File: src/rtl/obstacle_scroller.sv
// -----------------------------------------------------------------------------
// obstacle_scroller
//
// Consumer side of the obstacle-selection handshake. Latches the obstacle type
// and width offered by the selector, scrolls the obstacle right-to-left by the
// current speed on every frame tick, and pulses obst_req for one clock when the
// obstacle has completely left the screen so the selector advances.
//
// Ports
//   clk          system clock
//   rst_n        asynchronous active-low reset
//   tick         frame strobe, one clk wide
//   gamestate    00 UnBegin, 01 Running, 1x Dead
//   obst_sel     offered type (1000 bird, 0100/0101/0110/0111 cactus 1S/1B/2S/2B)
//   obst_width   offered obstacle width in pixels
//   obst_req     one-clock request for the next obstacle
//   cur_sel      type of the obstacle currently on screen
//   obst_x       signed left edge x (goes negative while leaving)
//   obst_y       top y of the obstacle
//   obst_h       obstacle height
//   obst_visible high while any part of the obstacle is on screen
//   speed        current scroll speed in pixels per tick
//   passed_cnt   obstacles fully passed this game (saturating)
// -----------------------------------------------------------------------------
module obstacle_scroller #(
    parameter int SCREEN_W   = 640,
    parameter int GROUND_Y   = 400,
    parameter int BIRD_Y     = 300,
    parameter int SPEED_INIT = 4,
    parameter int SPEED_MAX  = 12,
    parameter int SPEED_STEP = 4,
    parameter int LOAD_WAIT  = 2
) (
    input  logic               clk,
    input  logic               rst_n,
    input  logic               tick,
    input  logic [1:0]         gamestate,
    input  logic [3:0]         obst_sel,
    input  logic [9:0]         obst_width,
    output logic               obst_req,
    output logic [3:0]         cur_sel,
    output logic signed [10:0] obst_x,
    output logic [9:0]         obst_y,
    output logic [7:0]         obst_h,
    output logic               obst_visible,
    output logic [3:0]         speed,
    output logic [15:0]        passed_cnt
);

    localparam logic [10:0] SCREEN_W_X   = 11'(SCREEN_W);
    localparam logic [9:0]  GROUND_Y_Y   = 10'(GROUND_Y);
    localparam logic [9:0]  BIRD_Y_Y     = 10'(BIRD_Y);
    localparam logic [3:0]  SPEED_INIT_V = 4'(SPEED_INIT);
    localparam logic [3:0]  SPEED_MAX_V  = 4'(SPEED_MAX);
    localparam int          WCW          = (LOAD_WAIT > 1) ? $clog2(LOAD_WAIT) : 1;
    localparam logic [WCW-1:0] WAIT_LAST = WCW'(LOAD_WAIT - 1);

    typedef enum logic [1:0] {IDLE, MOVE, REQ, WAIT} state_t;

    state_t          state_reg,  state_next;
    logic [3:0]      sel_reg,    sel_next;
    logic [9:0]      width_reg,  width_next;
    logic [10:0]     xr_reg,     xr_next;      // right edge, unsigned
    logic [3:0]      speed_reg,  speed_next;
    logic [15:0]     passed_reg, passed_next;
    logic [WCW-1:0]  wait_reg,   wait_next;
    logic [1:0]      gs_prev_reg;              // detects gamestate changes

    logic        gs_run, gs_idle, tick_ok, load_new, restart, step_hit;
    logic [15:0] passed_inc;
    logic [3:0]  speed_inc;

    assign gs_run  = (gamestate == 2'b01);
    assign gs_idle = (gamestate == 2'b00);
    // A tick coinciding with a gamestate change is dropped.
    assign tick_ok = tick && gs_run && (gs_prev_reg == 2'b01);

    assign passed_inc = (passed_reg == 16'hFFFF) ? passed_reg : passed_reg + 16'd1;
    assign step_hit   = (passed_inc != 16'd0) && ((32'(passed_inc) % SPEED_STEP) == 0);
    assign speed_inc  = (speed_reg < SPEED_MAX_V) ? speed_reg + 4'd1 : speed_reg;

    always_ff @(posedge clk or negedge rst_n) begin
        if (!rst_n) begin
            state_reg   <= IDLE;
            sel_reg     <= 4'b0111;
            width_reg   <= 10'd100;
            xr_reg      <= SCREEN_W_X + 11'd100;
            speed_reg   <= SPEED_INIT_V;
            passed_reg  <= 16'd0;
            wait_reg    <= '0;
            gs_prev_reg <= 2'b00;
        end else begin
            state_reg   <= state_next;
            sel_reg     <= sel_next;
            width_reg   <= width_next;
            xr_reg      <= xr_next;
            speed_reg   <= speed_next;
            passed_reg  <= passed_next;
            wait_reg    <= wait_next;
            gs_prev_reg <= gamestate;
        end
    end

    always_comb begin
        state_next  = state_reg;
        sel_next    = sel_reg;
        width_next  = width_reg;
        xr_next     = xr_reg;
        speed_next  = speed_reg;
        passed_next = passed_reg;
        wait_next   = wait_reg;
        load_new    = 1'b0;
        restart     = 1'b0;

        if (gs_idle) begin
            state_next = IDLE;
            load_new   = 1'b1;
            restart    = 1'b1;
        end else begin
            case (state_reg)
                IDLE: begin
                    // Dead while idle simply holds everything.
                    if (gs_run) begin
                        state_next = MOVE;
                        load_new   = 1'b1;
                        restart    = 1'b1;
                    end
                end
                MOVE: begin
                    if (tick_ok) begin
                        if (xr_reg <= {7'd0, speed_reg}) begin
                            xr_next     = 11'd0;
                            passed_next = passed_inc;
                            if (step_hit) begin
                                speed_next = speed_inc;
                            end
                            state_next  = REQ;
                        end else begin
                            xr_next = xr_reg - {7'd0, speed_reg};
                        end
                    end
                end
                REQ: begin
                    // The request pulse always completes, even if Dead.
                    state_next = WAIT;
                    wait_next  = '0;
                end
                WAIT: begin
                    if (gs_run) begin
                        if (wait_reg == WAIT_LAST) begin
                            state_next = MOVE;
                            load_new   = 1'b1;
                        end else begin
                            wait_next = wait_reg + 1'b1;
                        end
                    end
                end
                default: state_next = IDLE;
            endcase
        end

        if (load_new) begin
            sel_next   = obst_sel;
            width_next = obst_width;
            xr_next    = SCREEN_W_X + {1'b0, obst_width};
        end
        if (restart) begin
            speed_next  = SPEED_INIT_V;
            passed_next = 16'd0;
            wait_next   = '0;
        end
    end

    // Bird and single/double small cacti are short; everything else is tall.
    always_comb begin
        case (sel_reg)
            4'b1000, 4'b0100, 4'b0110: obst_h = 8'd70;
            default:                   obst_h = 8'd100;
        endcase
    end

    assign obst_req     = (state_reg == REQ);
    assign cur_sel      = sel_reg;
    assign obst_x       = $signed(xr_reg - {1'b0, width_reg});
    assign obst_y       = (sel_reg == 4'b1000) ? BIRD_Y_Y : GROUND_Y_Y - {2'b00, obst_h};
    assign obst_visible = (xr_reg != 11'd0) && (obst_x < $signed(SCREEN_W_X));
    assign speed        = speed_reg;
    assign passed_cnt   = passed_reg;

endmodule

File: config.mk
export PLATFORM = sky130hd
export DESIGN_NAME = obstacle_scroller
export DESIGN_NICKNAME = d
export VERILOG_FILES = /design/src/rtl/obstacle_scroller.sv
export SDC_FILE = /design/constraint.sdc
export NUM_CORES = 1
export LEC_CHECK = 0
export CAP_MARGIN = 20
export CORE_MARGIN = 5
export CORE_UTILIZATION = 36
export DETAILED_ROUTE_END_ITERATION = 16
export PLACE_DENSITY = 0.66
export SETUP_SLACK_MARGIN = 0.5
export SYNTH_ARGS = -nofsm -noshare
export SYNTH_HDL_FRONTEND = slang
export SYNTH_SLANG_ARGS = --single-unit
File: constraint.sdc
create_clock -name clk -period 3.25 [get_ports clk]
set_input_delay 0.65 -clock clk [delete_from_list [all_inputs] [get_ports clk]]
set_output_delay 0.65 -clock clk [all_outputs]
set_load 0.02 [all_outputs]
==> results.json <==
{
  "ir_drop_mv": 0.7100,
  "fin_crit_sh_pct": 104.5,
  "synth-seq-cells": 50,
  "fin_tns_setup_ns": -0.2476,
  "pre_cts_slack_ns": -0.4193,
  "ctsHoldBuffers": 0,
  "grt_remaining_overflow": 0,
  "final_common_cell": "clkdlybuf4s50_1",
  "fin_nets": 567,
  "clk_path_buf_depth": 2,
  "holdWs_ns": 0.2287,
  "grt_max_degree": 24,
  "start_util_pct": 36.82,
  "cpPeakStageDelay_ns": 0.40,
  "viasPerCell": 5.283,
  "die-area_um2": 12100,
  "boundaryPins": 74,
  "place_congestion": 0.8511,
  "synth-simple-area-share_pct": 21.87,
  "cp_num_buf_inv": 3,
  "grt_pass1_vias": 3410,
  "tightest_slew_ns": 1.122,
  "die_w_um": 110.0,
  "grt_pass1_wl_mm": 16.68,
  "worst_ep_arrival_time_ns": 2.75,
  "ant_nets": 0,
  "worstPathRequired_ns": 2.60,
  "netlist_area_um2": 3598,
  "die_h_um": 110.0,
  "crit_path_frequent_cell": "inv_2",
  "dp.cells": 616,
  "yosysTopAreaCell": "dfrtp_1",
  "numCtsBuffers": 5,
  "muxShareOfSynthArea_pct": 1.391,
  "finalSetupViolations": 2,
  "dr.pass1.iters": 4,
  "totalWireLength_mm": 10.43,
  "hpwl_mm": 7.181,
  "clk_pin_slew_worst_paths_ns": 0.09,
  "vias": 3476,
  "synth_xor_area_share_pct": 5.598,
  "hold_violations": 0,
  "synth.distinct_cells": 62,
  "reg2reg_slack_ns": 0.09,
  "synth-edff-count": 0,
  "htreeDepth": 2,
  "areaGrowthSynthToFinish_pct": 48.44,
  "slew_headroom_pct": 24.49,
  "wire_per_inst_um": 15.85,
  "layout_common_cells": "clkdlybuf4s50_1 (49), buf_4 (47), nand2_1 (35), dfrtp_1 (35), nor2_1 (26)",
  "synthAdderAreaFrac_pct": 8.762,
  "drive_above_1_share_pct": 31.62,
  "dr.first_iter.drc_count": 152,
  "end_kind": "primary output",
  "synth_top_family_by_area": "simple AND/OR/NAND/NOR gates",
  "violations": "negative setup slack",
  "yosysTopAreaCellShare_pct": 26.43,
  "syn_area_per_cell_um2": 8.755,
  "holdCritPathClass": "in -> async",
  "reg2reg_to": "passed_cnt[15]$_DFFE_PN0P_",
  "cap_viol_max_count": 0,
  "ys_async_sr_fraction_pct": 100.0,
  "rows": 36,
  "setup_ws_ns": -0.1469,
  "clk_latency_ns": 0.30,
  "antenna_cells": 0,
  "synth-seq-area-share_pct": 35.19,
  "root_buffer": "clkbuf_8",
  "period_needed_ns": 3.397,
  "drc": 0,
  "slew_viol_final": 0,
  "cp_slowest_cell": "dfrtp_1",
  "crit_chain": "inv_2, ha_4, inv_2, fa_2, a21oi_2, o211ai_1, o41ai_2, o21bai_1, a21o_1, xor2_2, a32oi_4, buf_6",
  "synthCells": 411,
  "port_buffers": 61,
  "r2r_cells": 20,
  "r2r-start": "xr_reg[0]$_DFFE_PN0P_",
  "antenna_found_initial": 0,
  "skew_ns": 0.007838,
  "cts_tree": "built",
  "clock-sinks": 50,
  "grt_util_all_layers_pct": 16.92,
  "leakage_nw": 2.219,
  "status": "finished, violations left",
  "core_area_um2": 9774,
  "power_per_cell_area_nw_per_um2": 851.4,
  "total_power_mw": 4.548,
  "rsz0062_at_grt": "yes",
  "synth-compound-area-share_pct": 18.85,
  "cp_top_family": "compound AO/OA/AOI/OAI gates",
  "worstSetupPathType": "reg -> out",
  "synth-main-ff-cell": "dfrtp_1",
  "yosys_warnings": 0,
  "critPathLaunchType": "flop",
  "cp_max_fo": 2,
  "largest_reg_flops": 16,
  "synthTopCellsByArea": "dfrtp_1 (26%), dfstp_2 (8.8%), ha_1 (7.6%)",
  "maxClockFrequency_ghz": 0.2944,
  "fin_cells": 658
}
-- worst max path at each step --
stage                               start           end  cells after the start
floorplan           xr_reg[0]$_DFFE_PN0P_  obst_visible                     11
global placement    xr_reg[0]$_DFFE_PN0P_  obst_visible                     12
detailed placement  xr_reg[0]$_DFFE_PN0P_  obst_visible                     12
CTS                 xr_reg[0]$_DFFE_PN0P_  obst_visible                     12
global route        xr_reg[8]$_DFFE_PN0P_  obst_visible                      5
finish              xr_reg[0]$_DFFE_PN0P_  obst_visible                     12
-- what timing repair did --
item                                    in CTS  in global routing
buffers inserted                            23                  9
gates resized for setup                    127                 27
pin swaps                                   49                 31
endpoints found under the setup margin      26                 41
gates cloned                                 0                  1
-- Yosys cell counts, types with 3 or more instances --
library cell   n
a211oi_1       3
a21o_1         6
a21oi_1       20
a31oi_1        6
and4_1         3
buf_4         14
buf_6          4
clkbuf_1      10
dfrtp_1       38
dfstp_2       12
ha_1          22
inv_1         28
mux2i_1        5
nand2_1       37
nand2b_1       3
nand3_1       13
nand3b_1       3
nand4_1        6
nor2_1        31
nor2b_1        4
nor3_1        17
nor4_1         9
o21a_1         5
o21ai_0       30
o21bai_1       6
o31ai_1        3
or3_1          5
or4_1          4
xnor2_1       16
xor2_1         7
-- kinds of logic after synthesis --
logic type	after synthesis
flops	50
xor+xnor	23
other cells	2
fa+ha+maj	24
buf+inv	56
simple gates	150
compound gates	101
mux	5
-- layer usage --
metal	GRT usage [%]	wire [µm]	vias up
met5	0	0	-
met1	22.41	4536	1707
met4	2.493	59	0
met2	29.98	5407	89
met3	2.271	427	7
li1	-	-	1673
-- worst register-to-register path, stage by stage, from the launching register on --
cell      delay (ns)
dfrtp_1         0.37
inv_2           0.06
buf_4           0.13
buf_6           0.10
buf_4           0.12
buf_4           0.12
buf_4           0.12
buf_4           0.12
buf_4           0.12
buf_6           0.11
buf_6           0.11
ha_4            0.25
nand4_1         0.15
o21ai_4         0.15
nand3_4         0.14
buf_6           0.20
buf_6           0.10
buf_6           0.11
nor4_4          0.17
nor2_1          0.10
a311oi_2        0.24
-- stage by stage --
stage | instance area (µm²) | util, %
2_1_floorplan | 3682 | -
3_3_place_gp | 4487 | 45.90
3_5_place_dp | 4487 | 45.90
4_1_cts | 5139 | 52.57
5_1_grt | 5341 | 54.65
6_report | 5341 | 54.65
-- cell type report --
cell class / instances / area, µm²
Timing Repair Buffer: 123 / 1134
Multi-Input combinational cell: 316 / 2556
Fill cell: 893 / 4433
Sequential cell: 50 / 1270
Tap cell: 133 / 166.4
Inverter: 28 / 105.1
Clock buffer: 8 / 110.1
-- report_power, final --
part | total, mW | switching (mW) | internal [mW]
Combinational | 3.19 | 1.58 | 1.61
Clock | 0.421 | 0.205 | 0.215
Sequential | 0.935 | 0.131 | 0.804
No activity file was read; power rests on OpenSTA's default activity.
